## config.mk

```make
export PLATFORM = sky130hd
export DESIGN_NAME = mem_stage_bus
export DESIGN_NICKNAME = d
export VERILOG_FILES = /design/src/rtl/mem_stage_bus.sv
export SDC_FILE = /design/constraint.sdc
export NUM_CORES = 1
export LEC_CHECK = 0
export ABC_CLOCK_PERIOD_IN_PS = 4790
export BUFFER_PORTS_ARGS = -buffer_cell sky130_fd_sc_hd__buf_4
export CORE_AREA = 4 4 121 123
export DETAILED_ROUTE_END_ITERATION = 16
export DIE_AREA = 0 0 125 127
export PLACE_DENSITY = 0.8
export SLEW_MARGIN = 20
export SYNTH_ARGS = -nofsm -noshare
export SYNTH_HDL_FRONTEND = slang
export SYNTH_SLANG_ARGS = --single-unit
export TNS_END_PERCENT = 1
```

## constraint.sdc

```tcl
create_clock -name clk -period 4.79 [get_ports clk]
set_clock_uncertainty 0.15 [all_clocks]
set_input_delay 0.2395 -clock clk [delete_from_list [all_inputs] [get_ports clk]]
set_output_delay 0.2395 -clock clk [all_outputs]
set_load 0.05 [all_outputs]
```

## src/rtl/mem_stage_bus.sv

```systemverilog
// Memory pipeline stage with a single-outstanding request/response data bus.
// Decodes the access size and alignment, drives byte-lane steered bus requests,
// extracts and extends load data, and registers the MEM/WB boundary.
// A wait counter bounds every transaction; expiry raises a bus error pulse.
module mem_stage_bus #(
  parameter int XLEN           = 32,
  parameter int REG_ADDR_WIDTH = 5,
  parameter int TIMEOUT        = 16
) (
  input  logic                      clk,
  input  logic                      rst_n,
  input  logic                      reg_write_m_i,
  input  logic [1:0]                result_src_m_i,
  input  logic                      mem_write_m_i,
  input  logic [2:0]                funct3_m_i,
  input  logic [XLEN-1:0]           alu_result_m_i,
  input  logic [XLEN-1:0]           rs2_data_m_i,
  input  logic [XLEN-1:0]           pc_plus_4_m_i,
  input  logic [REG_ADDR_WIDTH-1:0] rd_addr_m_i,
  output logic                      bus_req_valid_o,
  output logic                      bus_req_we_o,
  input  logic                      bus_req_ready_i,
  output logic [XLEN-1:0]           bus_req_addr_o,
  output logic [XLEN-1:0]           bus_req_wdata_o,
  output logic [XLEN/8-1:0]         bus_req_be_o,
  input  logic                      bus_rsp_valid_i,
  input  logic [XLEN-1:0]           bus_rsp_rdata_i,
  output logic                      stall_m_o,
  output logic                      reg_write_w_o,
  output logic [1:0]                result_src_w_o,
  output logic [XLEN-1:0]           read_data_w_o,
  output logic [XLEN-1:0]           alu_result_w_o,
  output logic [REG_ADDR_WIDTH-1:0] rd_addr_w_o,
  output logic [XLEN-1:0]           pc_plus_4_w_o,
  output logic                      misalign_o,
  output logic                      bus_err_o
);

  localparam int BEW  = XLEN / 8;
  localparam int OFFW = $clog2(BEW);
  localparam int IW   = $clog2(XLEN);
  localparam int CW   = $clog2(TIMEOUT + 1);
  localparam logic [CW-1:0] CNT_LAST = CW'(TIMEOUT - 1);

  localparam logic [1:0] S_IDLE = 2'd0;
  localparam logic [1:0] S_REQ  = 2'd1;
  localparam logic [1:0] S_RESP = 2'd2;

  // Byte enables for an access of 2**size bytes, steered to the addressed lane.
  function automatic logic [BEW-1:0] lane_mask(input logic [1:0] size, input logic [OFFW-1:0] off);
    logic [BEW-1:0] m;
    int nb;
    nb = 32'd1 << size;
    for (int i = 0; i < BEW; i++) begin
      m[i] = (i < nb);
    end
    return m << off;
  endfunction

  // Repeat the low 8*2**size bits of d across the whole bus word.
  function automatic logic [XLEN-1:0] replicate(input logic [XLEN-1:0] d, input logic [1:0] size);
    logic [XLEN-1:0] r;
    int nbits;
    nbits = 32'd8 << size;
    for (int i = 0; i < XLEN; i++) begin
      r[i] = d[IW'(i % nbits)];
    end
    return r;
  endfunction

  // Sign- or zero-extend the low 8*2**size bits of d to XLEN.
  function automatic logic [XLEN-1:0] extend(input logic [XLEN-1:0] d, input logic [1:0] size, input logic uns);
    logic [XLEN-1:0] r;
    logic sgn;
    int nbits;
    nbits = 32'd8 << size;
    if (nbits > XLEN) begin
      nbits = XLEN;
    end
    sgn = ~uns & d[IW'(nbits - 1)];
    for (int i = 0; i < XLEN; i++) begin
      r[i] = (i < nbits) ? d[i] : sgn;
    end
    return r;
  endfunction

  logic [1:0]      state_q, state_d;
  logic [CW-1:0]   cnt_q, cnt_d;
  logic            is_store_s, is_load_s, is_mem_s;
  logic            illegal_s, misalign_s, misalign_idle_s;
  logic [OFFW-1:0] offset_s, align_mask_s;
  logic            valid_s, stall_s, complete_s, timeout_s;
  logic [XLEN-1:0] load_ext_s;

  logic                      reg_write_d, misalign_d, bus_err_d;
  logic [1:0]                result_src_d;
  logic [XLEN-1:0]           read_data_d, alu_result_d, pc_plus_4_d;
  logic [REG_ADDR_WIDTH-1:0] rd_addr_d;

  assign is_store_s = mem_write_m_i;
  assign is_load_s  = (result_src_m_i == 2'b01) & ~mem_write_m_i;
  assign is_mem_s   = is_store_s | is_load_s;
  assign offset_s   = alu_result_m_i[OFFW-1:0];
  // 111 is never a legal access; double and unsigned word need a 64-bit bus.
  assign illegal_s  = (funct3_m_i == 3'b111) ||
                      ((XLEN == 32) && ((funct3_m_i == 3'b011) || (funct3_m_i == 3'b110)));

  // Low address bits that must be zero for the decoded access size.
  always_comb begin
    align_mask_s = '0;
    case (funct3_m_i[1:0])
      2'b00:   align_mask_s = '0;
      2'b01:   align_mask_s = OFFW'(1);
      2'b10:   align_mask_s = OFFW'(3);
      2'b11:   align_mask_s = OFFW'(7);
      default: align_mask_s = '0;
    endcase
  end

  assign misalign_s      = is_mem_s & (illegal_s | ((offset_s & align_mask_s) != '0));
  // Alignment is judged only when a new op is considered; in-flight ops were aligned.
  assign misalign_idle_s = (state_q == S_IDLE) & misalign_s;

  assign load_ext_s = extend(bus_rsp_rdata_i >> {offset_s, 3'b000}, funct3_m_i[1:0], funct3_m_i[2]);

  // Transaction FSM and wait counter; a completing response beats the timeout.
  always_comb begin
    state_d    = state_q;
    cnt_d      = cnt_q;
    valid_s    = 1'b0;
    complete_s = 1'b0;
    timeout_s  = 1'b0;
    case (state_q)
      S_IDLE: begin
        cnt_d = '0;
        if (is_mem_s && !misalign_s) begin
          valid_s = 1'b1;
          if (bus_req_ready_i && is_store_s) begin
            complete_s = 1'b1;
          end else if (bus_req_ready_i) begin
            state_d = S_RESP;
          end else begin
            state_d = S_REQ;
          end
        end else begin
          state_d = S_IDLE;
        end
      end
      S_REQ: begin
        valid_s = 1'b1;
        if (bus_req_ready_i && is_store_s) begin
          complete_s = 1'b1;
          state_d    = S_IDLE;
        end else if (cnt_q == CNT_LAST) begin
          timeout_s = 1'b1;
          state_d   = S_IDLE;
        end else if (bus_req_ready_i) begin
          state_d = S_RESP;
          cnt_d   = cnt_q + 1'b1;
        end else begin
          cnt_d = cnt_q + 1'b1;
        end
      end
      S_RESP: begin
        if (bus_rsp_valid_i) begin
          complete_s = 1'b1;
          state_d    = S_IDLE;
        end else if (cnt_q == CNT_LAST) begin
          timeout_s = 1'b1;
          state_d   = S_IDLE;
        end else begin
          cnt_d = cnt_q + 1'b1;
        end
      end
      default: begin
        state_d = S_IDLE;
        cnt_d   = '0;
      end
    endcase
  end

  assign stall_s = ((state_q != S_IDLE) | (is_mem_s & ~misalign_s)) & ~complete_s & ~timeout_s;

  // Reset gates the handshake outputs so nothing leaks out while rst_n is low.
  assign bus_req_valid_o = rst_n & valid_s;
  assign stall_m_o       = rst_n & stall_s;
  assign bus_req_we_o    = is_store_s;
  assign bus_req_addr_o  = alu_result_m_i;
  assign bus_req_wdata_o = replicate(rs2_data_m_i, funct3_m_i[1:0]);
  assign bus_req_be_o    = lane_mask(funct3_m_i[1:0], offset_s);

  // MEM/WB next value: error pulse, bubble while stalled, or the instruction itself.
  always_comb begin
    reg_write_d  = 1'b0;
    result_src_d = 2'b00;
    read_data_d  = '0;
    alu_result_d = '0;
    rd_addr_d    = '0;
    pc_plus_4_d  = '0;
    misalign_d   = 1'b0;
    bus_err_d    = 1'b0;
    if (timeout_s) begin
      bus_err_d = 1'b1;
    end else if (stall_s) begin
      bus_err_d = 1'b0;
    end else if (misalign_idle_s) begin
      misalign_d = 1'b1;
    end else begin
      reg_write_d  = reg_write_m_i;
      result_src_d = result_src_m_i;
      read_data_d  = is_load_s ? load_ext_s : '0;
      alu_result_d = alu_result_m_i;
      rd_addr_d    = rd_addr_m_i;
      pc_plus_4_d  = pc_plus_4_m_i;
    end
  end

  // State, counter and MEM/WB register update.
  always_ff @(posedge clk or negedge rst_n) begin
    if (!rst_n) begin
      state_q        <= S_IDLE;
      cnt_q          <= '0;
      reg_write_w_o  <= 1'b0;
      result_src_w_o <= 2'b00;
      read_data_w_o  <= '0;
      alu_result_w_o <= '0;
      rd_addr_w_o    <= '0;
      pc_plus_4_w_o  <= '0;
      misalign_o     <= 1'b0;
      bus_err_o      <= 1'b0;
    end else begin
      state_q        <= state_d;
      cnt_q          <= cnt_d;
      reg_write_w_o  <= reg_write_d;
      result_src_w_o <= result_src_d;
      read_data_w_o  <= read_data_d;
      alu_result_w_o <= alu_result_d;
      rd_addr_w_o    <= rd_addr_d;
      pc_plus_4_w_o  <= pc_plus_4_d;
      misalign_o     <= misalign_d;
      bus_err_o      <= bus_err_d;
    end
  end

endmodule
```

==> results of run 1 <==
==> sequential cells by signal, indices dropped and copies added (netlist names), 2 cells and up <==
name            flops
result_src_w_o      2
alu_result_w_o     32
pc_plus_4_w_o      32
read_data_w_o      32
cnt_q               5
rd_addr_w_o         5
state_q             2
==> final timing paths <==
path,startpoint,end,slack (ps),cells past startpoint
setup / recovery,funct3_m_i[1],bus_req_wdata_o[0],1480,9
hold / removal,funct3_m_i[2],read_data_w_o[23],30,4
setup reg to reg,cnt_q[0],alu_result_w_o[15],1770,8
hold reg to reg,cnt_q[3],cnt_q[3],350,1
max in group asynchronous,rst_n,pc_plus_4_w_o[24],2990,3
min in group asynchronous,rst_n,rd_addr_w_o[4],280,2
==> power by group <==
part           internal [W]  leakage, nW  switching (W)
Combinational      0.000633         2.89        0.00143
Sequential          0.00117         1.50      0.0000906
Clock              0.000786        0.281       0.000467
==> layer usage <==
metal	wire (um)	up-vias	track usage
met5	0	-	0
met4	715	0	0.0957
met3	1520	38	0.0719
met2	11500	286	0.493
met1	7760	2714	0.286
li1	-	2564	-
==> area by class of cell <==
| cell class | count | share of cell area |
|---|---|---|
| clock buffer | 18 | 0.0473 |
| clock inverter | 14 | 0.0171 |
| inverter | 12 | 0.00485 |
| multi-input combinational | 367 | 0.256 |
| sequential | 113 | 0.304 |
| tap | 180 | 0.0242 |
| timing repair buffer | 402 | 0.346 |
==> cells in the final DEF (no fill, tap or decap), types with 3 or more instances in the layout <==
master,synthesis,final
o21ai_2,3,3
a21oi_1,30,30
nor3_1,6,6
dfrtp_1,113,113
inv_1,11,11
clkbuf_16,0,17
a211oi_2,6,6
a211oi_1,11,11
ha_1,13,13
nand2b_1,5,5
nand4_1,3,3
and2_1,74,74
clkinv_4,0,5
and3_1,8,8
clkinvlp_4,0,4
nand2_1,78,78
mux2_2,16,16
a31oi_1,10,10
o21ai_0,19,19
nor2_1,22,22
mux2i_1,7,7
nor2b_1,10,10
dlygate4sd3_1,0,80
buf_4,34,322
==> worst register-to-register path, cell delays in order (launching register included) <==
cell and delay, ps:
dfrtp_1 420, ha_1 220, and3_1 180, ha_1 290, nand2_1 120, a21oi_2 90, a211oi_4 750, buf_4 480
and2_1 240
==> through the flow <==
stage	utilization	power (W)	hold slack, ps	area, um^2	cells
2_1_floorplan	-	0.00263	-206	5700	562
3_3_place_gp	0.578	0.00321	180	7890	994
3_5_place_dp	0.578	0.00323	184	7890	994
4_1_cts	0.680	0.00453	15.2	9290	1106
5_1_grt	0.680	0.00473	59.5	9290	1106
6_report	0.680	0.00457	28.1	9290	1106
==> kinds of logic (layout without fill, tap and decap cells) <==
family                   after synthesis  count (layout)  synth area share
buffers and inverters                 82             446            0.0875
XOR/XNOR                               1               1           0.00154
adder cells (fa/ha/maj)               13              13            0.0285
multiplexers                          24              24            0.0478
flip-flops                           113             113             0.496
AO/OA/AOI/OAI                        110             110             0.140
AND/OR/NAND/NOR                      219             219             0.199
==> repair_timing <==
action                                 CTS  global route
setup endpoints to repair                0             0
resized for setup                        0             0
hold buffers                            80             0
endpoints found under the hold margin  131             0
==> results.sh, run 1 <==
export IMPL_cp_top_family="compound AO/OA/AOI/OAI gates"
export IMPL_worstMarginPinSlew_ps=910
export IMPL_critical_path_max_stage_delay_ps=750
export IMPL_grtUsageTotal=0.264
export IMPL_cts_sinks=113
export IMPL_first_pass_iters=5
export IMPL_clockBufferDepth=2
export IMPL_netlist_area_um2=5700
export IMPL_synth_top_cell_area_share=0.496
export IMPL_netlist_top_cells_area="dfrtp_1 (50%), and2_1 (8.1%), nand2_1 (5.1%)"
export IMPL_ir_worst_vdd_mv=0.252
export IMPL_path_class="in -> out"
export IMPL_yosys_area_top_type="dfrtp_1"
export IMPL_cts_max_level=4
export IMPL_core_um2=13700
export IMPL_clkTransAtPathRegs_ps=60
export IMPL_slew_headroom=0.393
export IMPL_antenna_cells=0
export IMPL_ant_nets=0
export IMPL_ys_warn_count=0
export IMPL_clockRootBuffer="clkbuf_16"
export IMPL_min_period_ps=3310
export IMPL_num_rows=43
export IMPL_min_path_type="in -> reg"
export IMPL_wl_per_cell_um=19.4
export IMPL_ys_flop_type="dfrtp_1"
export IMPL_syn_area_per_cell_um2=10.1
export IMPL_start_util=0.417
export IMPL_vias_per_cell=5.07
export IMPL_hold_viol=0
export IMPL_nFillCells=973
export IMPL_setup_tns_ps=0
export IMPL_p_leak_nw=4.67
export IMPL_cp_max_fo=26
export IMPL_place_congestion=0.868
export IMPL_via_count=5602
export IMPL_grt_remaining_overflow=0
export IMPL_yosysSeqAreaShare=0.496
export IMPL_drive_gt1_frac=0.422
export IMPL_synth_seq_cells=113
export IMPL_cts_tree="built"
export IMPL_dieWidth_um=125
export IMPL_multi_input_area_um2=2380
export IMPL_setup_viol=0
export IMPL_maxCapViolCount=0
export IMPL_synth_nets=719
export IMPL_drtIter0Drc=384
export IMPL_drc=0
export IMPL_io_buffers=320
export IMPL_drv_slew=0
export IMPL_status="completed"
export IMPL_pin_count=321
export IMPL_ys_types=63
export IMPL_cp_num_buf_inv=2
export IMPL_dieArea_um2=15900
export IMPL_syn2layout_area_growth_pct=62.9
export IMPL_rsz0062_at_grt="no"
export IMPL_cts_made_buffers=17
export IMPL_post_place_ws_ps=1470
export IMPL_arrival_ps=2920
export IMPL_synth_async_reset_ratio=1.00
export IMPL_antenna_found_initial=0
export IMPL_netlist_instances=562
export IMPL_critPathSlowestCell="or2_1"
export IMPL_grt_pass1_vias=5732
export IMPL_max_freq_ghz=0.302
export IMPL_synth_edf_count=0
export IMPL_clock_latency_ps=400
export IMPL_grt_max_degree=62
export IMPL_fin_nets=1070
export IMPL_setup_ws_ps=1480
export IMPL_synth_most_common_cell="dfrtp_1"
export IMPL_grt_pass1_wl_um=32600
export IMPL_wl_um=21500
export IMPL_worstPathCellList="buf_4 -> or2_1 -> ha_1 -> o21ba_2 -> o21ai_0 -> a2111oi_0 -> a21oi_1 -> a21oi_1 -> buf_4"
export IMPL_required_ps=4400
export IMPL_cp_start_kind="input port"
export IMPL_dieHeight_um=127
export IMPL_crit_path_end_kind="output pin"
export IMPL_cellPowerDensity_nw_per_um2=492
export IMPL_period_share=0.691
export IMPL_ff_latch_area_um2=2830
export IMPL_postCtsSetupRepairBufs=0
export IMPL_yosys_top_cells_count="dfrtp_1 (113), nand2_1 (78), and2_1 (74)"
export IMPL_hpwl_um=14400
Power figures use the tool's default switching activity.
==> inputs of run 2 (changes only) <==
ABC_CLOCK_PERIOD_IN_PS = 3000   (was 4790)
CORE_AREA = default   (was 4 4 121 123)
CORE_MARGIN = 4   (was default)
CORE_UTILIZATION = 40   (was default)
DIE_AREA = default   (was 0 0 125 127)
PLACE_DENSITY = 0.79   (was 0.8)
clock period = 3 ns   (was 4.79 ns; I/O delays follow)
==> run 2 against run 1 <==
Effect of this change:
- final cell count grew 1.6%
- clock-buffer cell count unchanged
- register-to-register slack lost 1600 ps
- non-clock buffer count up 18
- clock power up 63%
- die area grew 2.3%
- flip-flop and latch count did not move
- largest cell class unchanged
- highest routed layer unchanged
- hold slack got worse by 5.6 ps
==> results.sh, run 2 (synthesis results as in run 1) <==
export IMPL_grt_remaining_overflow=0
export IMPL_clock_latency_ps=390
export IMPL_hold_viol=0
export IMPL_drtIter0Drc=285
export IMPL_worstMarginPinSlew_ps=973
export IMPL_path_class="reg -> reg"
export IMPL_reg2reg_depth=9
export IMPL_wl_per_cell_um=19.0
export IMPL_fin_hold_ws_ps=22.4
export IMPL_via_count=5671
export IMPL_vias_per_cell=5.05
export IMPL_place_congestion=0.847
export IMPL_rsz0062_at_grt="no"
export IMPL_crit_path_end_kind="flop"
export IMPL_hpwl_um=14800
export IMPL_dieHeight_um=127
export IMPL_clkTransAtPathRegs_ps=60
export IMPL_fin_nets=1088
export IMPL_final_area_um2=9480
export IMPL_antenna_cells=0
export IMPL_min_period_ps=2840
export IMPL_drv_slew=0
export IMPL_start_util=0.409
export IMPL_pin_count=321
export IMPL_ant_nets=0
export IMPL_grt_pass1_wl_um=32100
export IMPL_final_cell_mix="buf_4 (327), dfrtp_1 (113), dlygate4sd3_1 (93)"
export IMPL_status="completed"
export IMPL_cts_max_level=4
export IMPL_period_share=0.945
export IMPL_min_path_type="in -> reg"
export IMPL_cp_start_kind="flop"
export IMPL_holdPathStages=3
export IMPL_setup_viol=0
export IMPL_max_freq_ghz=0.353
export IMPL_postPlaceCellArea_um2=7930
export IMPL_fin_cells=1124
export IMPL_placed_cells=999
export IMPL_required_ps=3130
export IMPL_wl_um=21400
export IMPL_grtUsageTotal=0.256
export IMPL_cts_tree="built"
export IMPL_clockBufferDepth=2
export IMPL_drive_gt1_frac=0.418
export IMPL_top_regs="alu_result_w_o x32, pc_plus_4_w_o x32, read_data_w_o x32"
export IMPL_cellPowerDensity_nw_per_um2=775
export IMPL_post_place_ws_ps=441
export IMPL_first_pass_iters=5
export IMPL_ir_worst_vdd_mv=0.436
export IMPL_dieArea_um2=16200
export IMPL_core_um2=13900
export IMPL_setup_tns_ps=0
export IMPL_maxCapViolCount=0
export IMPL_io_buffers=320
export IMPL_postCtsSetupRepairBufs=0
export IMPL_setup_ws_ps=165
export IMPL_arrival_ps=2970
export IMPL_slew_headroom=0.351
export IMPL_antenna_found_initial=0
export IMPL_syn2layout_area_growth_pct=66.2
export IMPL_grt_max_degree=80
export IMPL_rrSetupSlack_ps=160
export IMPL_p_leak_nw=4.77
export IMPL_cp_max_fo=22
export IMPL_num_rows=43
export IMPL_cts_made_buffers=17
export IMPL_final_common_cell="buf_4"
export IMPL_clockRootBuffer="clkbuf_16"
export IMPL_drc=0
export IMPL_cts_sinks=113
export IMPL_dieWidth_um=127
export IMPL_grt_pass1_vias=5827
## run 2: changes by cell type in the layout (fill, tap and decap cells not counted), sizes merged
cell | previous run | this run
dlygate4sd3 | 80 | 93
bufinv | 2 | 3
buf | 322 | 327
clkinvlp | 4 | 2
inv | 14 | 15
## run 2: metrics by stage
stage / utilization / total power, W
global route: 0.680 / 0.00763
detailed placement: 0.569 / 0.00517
finish: 0.680 / 0.00735
CTS: 0.680 / 0.00732
floorplan: - / 0.00420
global placement: 0.569 / 0.00513
## run 2: power breakdown
group	switching (W)	internal, W	total (W)
Combinational	0.00228	0.00102	0.00330
Clock	0.000723	0.00132	0.00204
Sequential	0.000140	0.00186	0.00200
Total	0.00314	0.00420	0.00735
## run 2: per-layer routing
layer | wire [um] | vias up | track usage | share of wire
met2 | 11300 | 290 | 0.465 | 0.53
met5 | 0 | - | 0 | 0
met3 | 1660 | 55 | 0.0644 | 0.077
met4 | 968 | 0 | 0.131 | 0.045
li1 | - | 2615 | - | -
met1 | 7520 | 2711 | 0.274 | 0.35
## run 2: path summary, 6_finish.rpt
check / startpoint / endpoint
worst max-delay path: cnt_q[0] / read_data_w_o[0]
worst min-delay path: bus_rsp_rdata_i[14] / read_data_w_o[6]
worst max register to register: cnt_q[0] / read_data_w_o[0]
worst min register to register: cnt_q[3] / cnt_q[3]
max in group asynchronous: rst_n / alu_result_w_o[19]
min in group asynchronous: rst_n / misalign_o
## run 2: worst max-delay path, stage by stage (launching register included)
cell,delay (ps)
dfrtp_1,400
ha_1,180
and3_1,160
ha_1,330
nand2_1,150
a21oi_4,280
a2111o_1,130
buf_4,280
a211oi_2,60
dlygate4sd3_1,580
## run 2: layout make-up
cell class	instances	area, um^2
fill	944	4460
timing repair buffer	420	3390
sequential	113	2830
multi-input combinational	367	2380
clock buffer	18	429
tap	180	225
clock inverter	14	180
inverter	12	45.0
## run 2: what timing repair did
item	4_1_cts	5_1_grt
gates resized for setup	0	1
endpoints found under the setup margin	0	4
hold buffers	93	0
hold endpoints to repair	127	0
==> inputs of run 3 (changes only) <==
CORE_ASPECT_RATIO = 0.8   (was default)
==> run 3 against run 2 <==
Effect of this change:
- wire length up 2.6%
- sequential share of layout area about the same
- maximum frequency up 6.0%
- largest power group unchanged
- clock-buffer cell count unchanged
- clock power about the same
- first-iteration DRC count down 1.8%
- core utilization up 0.88 points
- sequential power about the same
- critical path type is now reg -> out
- register-to-register slack better by 390 ps
- flip-flop and latch count unchanged
- non-clock buffer count down 3
- die area about the same
==> results.sh, run 3 (synthesis results as in run 1) <==
export IMPL_drtIter0Drc=280
export IMPL_worstMarginPinSlew_ps=632
export IMPL_wl_um=22000
export IMPL_hold_viol=0
export IMPL_worstPathCellList="ha_1 -> and3_1 -> ha_1 -> nand2_1 -> a21oi_2 -> nor3b_1 -> buf_4"
export IMPL_cp_max_fo=11
export IMPL_crit_path_end_kind="output pin"
export IMPL_drc=0
export IMPL_vias_per_cell=4.97
export IMPL_start_util=0.415
export IMPL_dieHeight_um=115
export IMPL_cp_num_buf_inv=1
export IMPL_grtUsageTotal=0.260
export IMPL_min_period_ps=2680
export IMPL_rr_startpoint="cnt_q[0]"
export IMPL_finalPower_w=0.00740
export IMPL_cp_top_family="adder cells"
export IMPL_maxCapViolCount=0
export IMPL_grt_pass1_wl_um=32400
export IMPL_core_um2=13700
export IMPL_arrival_ps=2380
export IMPL_critPathSlowestCell="dfrtp_1"
export IMPL_drv_slew=0
export IMPL_setup_viol=0
export IMPL_grt_pass1_vias=5603
export IMPL_min_path_type="in -> reg"
export IMPL_syn2layout_area_growth_pct=66.0
export IMPL_setup_tns_ps=0
export IMPL_clkTransAtPathRegs_ps=60
export IMPL_first_pass_iters=5
export IMPL_crit_start="cnt_q[0]"
export IMPL_grt_max_degree=106
export IMPL_rsz0062_at_grt="no"
export IMPL_final_common_cell="buf_4"
export IMPL_required_ps=2700
export IMPL_max_freq_ghz=0.374
export IMPL_fin_nets=1085
export IMPL_antenna_found_initial=0
export IMPL_via_count=5579
export IMPL_ir_worst_vdd_mv=0.552
export IMPL_rrSetupSlack_ps=550
export IMPL_num_rows=38
export IMPL_cts_sinks=113
export IMPL_grt_remaining_overflow=0
export IMPL_dieWidth_um=142
export IMPL_path_class="reg -> out"
export IMPL_cellPowerDensity_nw_per_um2=781
export IMPL_top_regs="alu_result_w_o x32, pc_plus_4_w_o x32, read_data_w_o x32"
export IMPL_worstSetupPathDepth=7
export IMPL_place_congestion=0.906
export IMPL_hpwl_um=14600
export IMPL_clockRootBuffer="clkbuf_16"
export IMPL_power_frac_comb=0.449
export IMPL_critical_path_max_stage_delay_ps=410
export IMPL_p_int_w=0.00423
export IMPL_clkPwrFrac=0.280
export IMPL_clock_latency_ps=400
export IMPL_slew_headroom=0.579
export IMPL_cp_start_kind="flop"
export IMPL_reg2reg_depth=8
export IMPL_cts_tree="built"
export IMPL_p_leak_nw=4.76
export IMPL_cp_endpoint="stall_m_o"
export IMPL_clockBufferDepth=2
export IMPL_switchingPower_w=0.00317
export IMPL_period_share=0.892
export IMPL_wl_per_cell_um=19.6
export IMPL_pin_count=321
export IMPL_ant_nets=0
export IMPL_critPathMostFrequentCell="ha_1"
export IMPL_switching_share=0.429
export IMPL_drive_gt1_frac=0.420
export IMPL_cts_max_level=4
export IMPL_io_buffers=320
export IMPL_cts_made_buffers=17
export IMPL_dieArea_um2=16200
export IMPL_postCtsSetupRepairBufs=0
export IMPL_status="completed"
export IMPL_reg2reg_to="read_data_w_o[4]"
export IMPL_seqPwrFrac=0.271
export IMPL_final_cell_mix="buf_4 (325), dfrtp_1 (113), dlygate4sd3_1 (90)"
==> run 3: cell types whose count changed in the layout (fill, tap and decap cells not counted), moves of 2 or more <==
cell	previous run	this run
buf_4	327	325
dlygate4sd3_1	93	90
clkinv_4	5	3
buf_12	0	2
==> run 3: layout make-up <==
| cell class | count | area (um^2) |
|---|---|---|
| diodes | 1 | 2.50 |
| clock buffers | 18 | 429 |
| clock inverters | 14 | 179 |
| fillers | 1005 | 4270 |
| inverters | 12 | 45.0 |
| multi-input cells | 367 | 2380 |
| flip-flops and latches | 113 | 2830 |
| well taps | 180 | 225 |
| repair buffers | 417 | 3380 |
==> run 3: stage by stage <==
stage / instances / area [um^2] / hold WS [ps] / setup WS, ps / util
6_report: 1122 / 9470 / 25.0 / 325 / 0.689
5_1_grt: 1121 / 9460 / 14.3 / 157 / 0.689
4_1_cts: 1121 / 9460 / 1.57 / 325 / 0.689
3_5_place_dp: 999 / 7960 / -143 / 409 / 0.579
3_3_place_gp: 999 / 7960 / -146 / 469 / 0.579
2_1_floorplan: 562 / 5700 / -296 / 69.5 / -
==> run 3: metal layers <==
layer,vias to the layer above,track usage,share of wire
li1,2601,-,-
met1,2679,0.308,0.38
met2,246,0.458,0.52
met3,53,0.0545,0.060
met4,0,0.120,0.040
met5,-,0,0
==> run 3: worst min path at each step <==
stage,cells past startpoint,from,slack [ps],endpoint
3_3_place_gp,1,rst_n,-150,cnt_q[1]
2_1_floorplan,0,rst_n,-300,alu_result_w_o[0]
4_1_cts,3,bus_rsp_rdata_i[10],2,read_data_w_o[2]
3_5_place_dp,1,rst_n,-140,bus_err_o
6_report,3,bus_rsp_rdata_i[13],30,read_data_w_o[5]
5_1_grt,3,bus_rsp_rdata_i[20],10,read_data_w_o[4]
==> run 3: worst register-to-register path: stages, from the launching register on <==
cell	delay [ps]
dfrtp_1	410
ha_1	190
and3_1	160
ha_1	330
nand2_1	110
a21oi_2	390
a2111o_1	160
buf_4	280
a211oi_1	110
==> run 3: repair_timing <==
item	CTS	global route
resized for setup	0	0
hold buffers	90	0
endpoints found under the hold margin	208	0
==> run 3: power by group through the flow <==
stage	registers (W)	logic (W)	clock network, W
final	0.00200	0.00332	0.00207
after floorplan	0.00317	0.00102	0
after global placement	0.00199	0.00316	0
after detailed placement	0.00200	0.00319	0
after global routing	0.00203	0.00347	0.00219
after CTS	0.00198	0.00329	0.00209
